**src/rtl/alu_pkg.sv**
```systemverilog
// Shared constants for the datapath ALU and the shift-add multiplier sequencer.
// The opcode and state encodings are fixed because other blocks decode them directly.
package alu_pkg;

    typedef logic [2:0] alu_op_t;
    typedef logic [2:0] seq_state_t;

    localparam alu_op_t SUMA    = 3'b000;
    localparam alu_op_t SHIFT_D = 3'b001;
    localparam alu_op_t RESTA   = 3'b010;
    localparam alu_op_t SHIFT_I = 3'b011;
    localparam alu_op_t PASAR_B = 3'b100;

    localparam seq_state_t IDLE = 3'd0;
    localparam seq_state_t TEST = 3'd1;
    localparam seq_state_t ADD  = 3'd2;
    localparam seq_state_t SHL  = 3'd3;
    localparam seq_state_t SHR  = 3'd4;
    localparam seq_state_t DONE = 3'd5;

endpackage

```
**src/rtl/alu_mul_seq.sv**
```systemverilog
// Shift-add multiplier that borrows the shared ALU one operation per cycle.
// Produces the low N bits of M*R plus a sticky overflow flag.
module alu_mul_seq
    import alu_pkg::*;
#(
    parameter int N = 16
) (
    input  logic         i_clk,
    input  logic         i_reset,
    input  logic         i_start,
    input  logic [N-1:0] i_multiplicand,
    input  logic [N-1:0] i_multiplier,
    output logic         o_busy,
    output logic         o_done,
    output logic [N-1:0] o_product,
    output logic         o_overflow,
    output logic [N-1:0] o_alu_a,
    output logic [N-1:0] o_alu_b,
    output logic [2:0]   o_alu_ctrl,
    input  logic [N-1:0] i_alu_q,
    input  logic         i_alu_mayor,
    input  logic         i_alu_zero,
    input  logic         i_alu_paridad
);

    seq_state_t   state_reg, state_next;
    logic [N-1:0] m_reg, m_next;
    logic [N-1:0] r_reg, r_next;
    logic [N-1:0] acc_reg, acc_next;
    logic         ovf_reg, ovf_next;
    logic         msb_out_reg, msb_out_next;
    logic [N-1:0] product_reg, product_next;
    logic         overflow_reg, overflow_next;

    logic         unused_paridad;
    assign unused_paridad = i_alu_paridad;

    always_comb begin
        state_next    = state_reg;
        m_next        = m_reg;
        r_next        = r_reg;
        acc_next      = acc_reg;
        ovf_next      = ovf_reg;
        msb_out_next  = msb_out_reg;
        product_next  = product_reg;
        overflow_next = overflow_reg;
        o_alu_a       = '0;
        o_alu_b       = '0;
        o_alu_ctrl    = SUMA;

        case (state_reg)
            IDLE: begin
                if (i_start) begin
                    m_next     = i_multiplicand;
                    r_next     = i_multiplier;
                    acc_next   = '0;
                    ovf_next   = 1'b0;
                    state_next = TEST;
                end
            end
            TEST: begin
                o_alu_ctrl = PASAR_B;
                o_alu_b    = r_reg;
                if (i_alu_zero)
                    state_next = DONE;
                else if (r_reg[0])
                    state_next = ADD;
                else
                    state_next = SHL;
            end
            ADD: begin
                o_alu_ctrl = SUMA;
                o_alu_a    = acc_reg;
                o_alu_b    = m_reg;
                acc_next   = i_alu_q;
                ovf_next   = ovf_reg | i_alu_mayor;
                state_next = SHL;
            end
            SHL: begin
                o_alu_ctrl   = SHIFT_I;
                o_alu_a      = m_reg;
                m_next       = i_alu_q;
                msb_out_next = m_reg[N-1];
                state_next   = SHR;
            end
            SHR: begin
                o_alu_ctrl = SHIFT_D;
                o_alu_a    = r_reg;
                r_next     = i_alu_q;
                // A bit lost off the top of M only matters if more multiplier bits follow.
                if (i_alu_zero) begin
                    state_next = DONE;
                end else begin
                    ovf_next   = ovf_reg | msb_out_reg;
                    state_next = i_alu_q[0] ? ADD : SHL;
                end
            end
            DONE: begin
                product_next  = acc_reg;
                overflow_next = ovf_reg;
                state_next    = IDLE;
            end
            default: state_next = IDLE;
        endcase
    end

    always_ff @(posedge i_clk) begin
        if (i_reset) begin
            state_reg    <= IDLE;
            m_reg        <= '0;
            r_reg        <= '0;
            acc_reg      <= '0;
            ovf_reg      <= 1'b0;
            msb_out_reg  <= 1'b0;
            product_reg  <= '0;
            overflow_reg <= 1'b0;
        end else begin
            state_reg    <= state_next;
            m_reg        <= m_next;
            r_reg        <= r_next;
            acc_reg      <= acc_next;
            ovf_reg      <= ovf_next;
            msb_out_reg  <= msb_out_next;
            product_reg  <= product_next;
            overflow_reg <= overflow_next;
        end
    end

    assign o_busy     = (state_reg != IDLE);
    assign o_done     = (state_reg == DONE);
    assign o_product  = product_reg;
    assign o_overflow = overflow_reg;

endmodule
```
**config.mk**
```make
export PLATFORM = sky130hd
export DESIGN_NAME = alu_mul_seq
export DESIGN_NICKNAME = d
export VERILOG_FILES = /design/src/rtl/alu_pkg.sv /design/src/rtl/alu_mul_seq.sv
export SDC_FILE = /design/constraint.sdc
export NUM_CORES = 1
export LEC_CHECK = 0
export CAP_MARGIN = 20
export CORE_AREA = 3 3 74 111
export CTS_BUF_LIST = sky130_fd_sc_hd__clkbuf_8
export DETAILED_ROUTE_END_ITERATION = 10
export DIE_AREA = 0 0 77 114
export GPL_TIMING_DRIVEN = 0
export MAX_ROUTING_LAYER = met4
export PLACE_DENSITY = 0.79
export SYNTH_ARGS = -nofsm -noshare
export SYNTH_HDL_FRONTEND = slang
export SYNTH_SLANG_ARGS = --single-unit
```
**constraint.sdc**
```tcl
create_clock -name i_clk -period 2.23 [get_ports i_clk]
set_input_delay 0.5575 -clock i_clk [delete_from_list [all_inputs] [get_ports i_clk]]
set_output_delay 0.5575 -clock i_clk [all_outputs]
set_load 0.03 [all_outputs]
```
# After elaboration in Yosys (flattened, before gate mapping)
# Index checks and enable logic that the tools add are counted.
# word_totals
ff_bits	70
latch_bits	0
mem_bits_rw	0
rom_bits	0
in_bits	54
wordCells	45
mem_count	0
# classes
n_addsub	0
mul	0
div_mod_pow	0
order_cmp	0
eq_ne	7
shift	0
muxes	18
bitwise_logic	2
reduce_logical	10
# ops
cell	n
16-bit case mux with 2 select lines	4
16-bit 2-to-1 mux	3
16-bit case mux with 3 select lines	1
3-bit case mux with 5 select lines	1
3-bit 2-to-1 mux	3
3-bit case mux with 3 select lines	1
3-bit by 2-bit equality test with 1-bit output (second input constant)	2
3-bit equality test (second input constant)	2
2-bit AND reduction	3
2-bit nonzero test	3
3-bit nonzero test	2
1-bit 2-to-1 mux	4
2-bit inequality test (second input constant)	2
3-bit by 1-bit equality test with 1-bit output (second input constant)	1
3-bit logical NOT	1
1-bit case mux with 3 select lines	1
3-bit AND reduction	1
1-bit OR	2

# Depth between registers and ports, before layout
# depth
ltp_word	3
ltp_mapped	6
depth_no_buf	4

# Least setup slack after synthesis
# OpenSTA, ideal clock, no wires.
# synth_timing
path_kind	register to output
startpoint	register state_reg[1]
endpoint	output o_alu_b[10]
arrival_ns	1.609
required_ns	1.673
path_slack_ns	0.063
stages_incl_launch_ff	6
path_buffers	3
cell_sequence	dfxtp_1 > buf_2 > buf_2 > nor2_1 > buf_2 > a22o_1
# synth_between
elab_chain_len	2
word_cells_on_any_way	3
classes_between	eq/ne (2); mux (1)
# synth_rtl
item	line_no	rtl
start: declaration	alu_mul_seq.sv:26	seq_state_t state_reg, state_next;
start signal: assignment	alu_mul_seq.sv:118	state_reg <= state_next;
3-bit by 2-bit equality test with 1-bit output / 3-bit by 1-bit equality test with 1-bit output (equally long branches)	alu_mul_seq.sv:51	case (state_reg)
16-bit case mux with 2 select lines (*)	alu_mul_seq.sv:51	
end: declaration	alu_mul_seq.sv:18	output logic [N-1:0] o_alu_b,
# Mark *: on every way between the ends. The rest lies on a longest branch, timed or not.

# Worst setup path in the final report
# layout_timing
startpoint	register state_reg[2]
endpoint	output o_alu_a[5]
# layout_between
elab_chain_len	2
word_cells_on_any_way	4
classes_between	eq/ne (3); mux (1)
# layout_rtl
item	line_no	rtl
3-bit equality test / 3-bit by 2-bit equality test with 1-bit output (equally long branches)	alu_mul_seq.sv:51	
16-bit case mux with 3 select lines (*)	alu_mul_seq.sv:51	
end: declaration	alu_mul_seq.sv:17	output logic [N-1:0] o_alu_a,
# Marked as above.

==> flow_summary.ini <==
[synth]
synth_warnings = 0
syn_area_mm2 = 0.00340
yosysTopAreaCell = dfxtp_1
yosysTopAreaCellShare = 0.413
ys_ff_latch = 70
synth_ff_type = dfxtp_1
syn_avg_cell_area_um2 = 7.74
synth_cells = 439
synth_seq_area_share = 0.413
synthArstFlopShare = 0
ys_types = 37
synth.area.top_cells = dfxtp_1, nand2_1, a21oi_1, mux2i_1, o21ai_0
synth_edf_count = 0
synth_fp_nets = 493

[placed_design]
io_buffers = 105
dp_hpwl_um = 8770
place_congestion = 0.926
pre_cts_slack_ns = -0.787
place_area_mm2 = 0.00457

[global_routing]
antenna_found_initial = 0
grt_overflow = 0
grt_start_max_net_pins = 19
first_global_vias = 3716
grt_util_all_layers = 0.293
grt_pass1_wl_um = 19200

[die]
io_pins = 108
initial_core_util = 0.467
die_h_um = 114
die_w_um = 77
fp.dieArea_mm2 = 0.00878
coreArea_mm2 = 0.00727
row_count = 38

[finish]
multiInputGateArea_mm2 = 0.00193
antenna_cells = 0
layout_common_cells = nand2_1, clkdlybuf4s50_1, dfxtp_1
drive_gt1_frac = 0.236
nFillCells = 576
fin_area_mm2 = 0.00517
fin_util = 0.711
final_common_cell = nand2_1
nNetsFinal = 630
regArea_mm2 = 0.00141
area_delta_synth_final_pct = 52.4

[routing]
drt-initial-drc-count = 412
viasPerCell = 5.88
wl_per_cell_um = 19.2
vias = 4001
firstDrtPassIters = 6
route.detailed.drc = 0
routed_wl_um = 13000
ant_nets = 0

[setup_path]
r2r-start = state_reg[1]
worstReg2RegEnd = acc_reg[2]
critPathMaxFanout = 7
required_ns = 1.67
criticalPathCategory = flop to primary output
reg2reg_depth = 7
crit_path_start_kind = flop
end_kind = primary output
critical_path_arrival_ns = 1.72
rrSetupSlack_ns = 0.08

[timing]
slew_headroom = 0.537
rsz0062_at_grt = yes
tightest_slew_ns = 0.692
hold_viol = 0
skew_ns = 0.00698
min_period_ns = 2.27
finalMaxSlewViolations = 0
setup_violations = 14
clock.fmax_mhz = 440
fin_crit_sh = 1.02
timing.hold.ws_ns = 0.454
worst_slack_ns = -0.0435

[min_path]
hold_class = flop to flop
min-delay-start = o_product[7]
hold_end = o_product[7]
hold_path_depth = 2

[clock_tree]
cts_tree = built
htree_levels = 3
root_buffer = clkbuf_8
clk_pin_slew_worst_paths_ns = 0.07
numCtsBuffers = 9
clk_latency_ns = 0.36
cts_sinks = 70
hold_buffers = 0
clock_path_buffers = 2

[power]
vdd_drop_max_mv = 0.495
p_per_area_mw_per_mm2 = 671
p_leak_nw = 2.06
total_power_mw = 3.47

[run_status]
violations = negative setup slack
status = finished, violations left

[job]
cap_violations = 0
==> worst max-delay path by stage <==
stage               cells past startpoint    startpoint          end
global route                            6  state_reg[2]   o_alu_a[5]
detailed placement                      6  state_reg[1]  o_alu_b[11]
global placement                        6  state_reg[1]  o_alu_b[11]
floorplan                               5  state_reg[1]  o_alu_b[10]
CTS                                     7  state_reg[1]   o_alu_a[8]
finish                                  6  state_reg[2]   o_alu_a[5]
==> Yosys cell counts, types with 2 or more instances <==
master     count
nand2_1      102
dfxtp_1       70
a21oi_1       51
nor2_1        36
o21ai_0       32
buf_2         17
nor3_1        17
a22o_1        16
a311oi_1      16
mux2i_1       16
clkbuf_1      15
nor4_1        15
buf_6          4
a2111oi_0      2
a2bb2oi_1      2
a31oi_1        2
inv_1          2
nand2b_1       2
nand3b_1       2
nand3b_2       2
or2_1          2
==> layer usage <==
| layer | wire [um] | global-route usage | up-vias |
|---|---|---|---|
| met4 | 770 | 0.177 | 0 |
| met2 | 6550 | 0.495 | 255 |
| li1 | - | - | 1830 |
| met5 | 0 | - | - |
| met1 | 4680 | 0.324 | 1852 |
| met3 | 1040 | 0.0482 | 64 |
==> power by group <==
| part | total (mW) | switching [mW] | internal (mW) |
|---|---|---|---|
| Sequential | 1.46 | 0.108 | 1.36 |
| Clock | 0.909 | 0.465 | 0.445 |
| Combinational | 1.10 | 0.619 | 0.481 |
| Total | 3.47 | 1.19 | 2.28 |
==> worst max-delay path: stages (launching register included) <==
cell and delay [ns]:
dfxtp_4 0.39, buf_8 0.14, nor3b_4 0.32, buf_6 0.20
nand2_2 0.06, o21ai_2 0.08, buf_6 0.16
==> cell type report <==
type,count,share of cell area
plain buffers,35,0.0486
clock inverters,4,0.00314
repair buffers,130,0.245
clock buffers,11,0.0293
inverters,4,0.00459
multi-input cells,326,0.372
well taps,100,0.0242
flip-flops and latches,70,0.273
==> cell families after synthesis <==
| group | count (synthesis) | synth area share |
|---|---|---|
| AND/OR/NAND/NOR | 187 | 0.254 |
| AO/OA/AOI/OAI | 123 | 0.223 |
| buffers and inverters | 43 | 0.0641 |
| flip-flops | 70 | 0.413 |
| multiplexers | 16 | 0.0472 |
==> metrics by stage <==
| step | setup TNS, ns | std cells |
|---|---|---|
| floorplan | 0 | 439 |
| global placement | -19.95 | 644 |
| detailed placement | -21.12 | 644 |
| CTS | -0.600 | 675 |
| global route | -1.39 | 680 |
| finish | -0.350 | 680 |
==> timing repair <==
action,4_1_cts,5_1_grt
setup endpoints to repair,37,39
resized for setup,307,55
pin swaps,8,9
buffers inserted,16,6
gates cloned,3,0
endpoints found under the hold margin,0,0
Note: power is estimated with default switching activity, not from simulation.
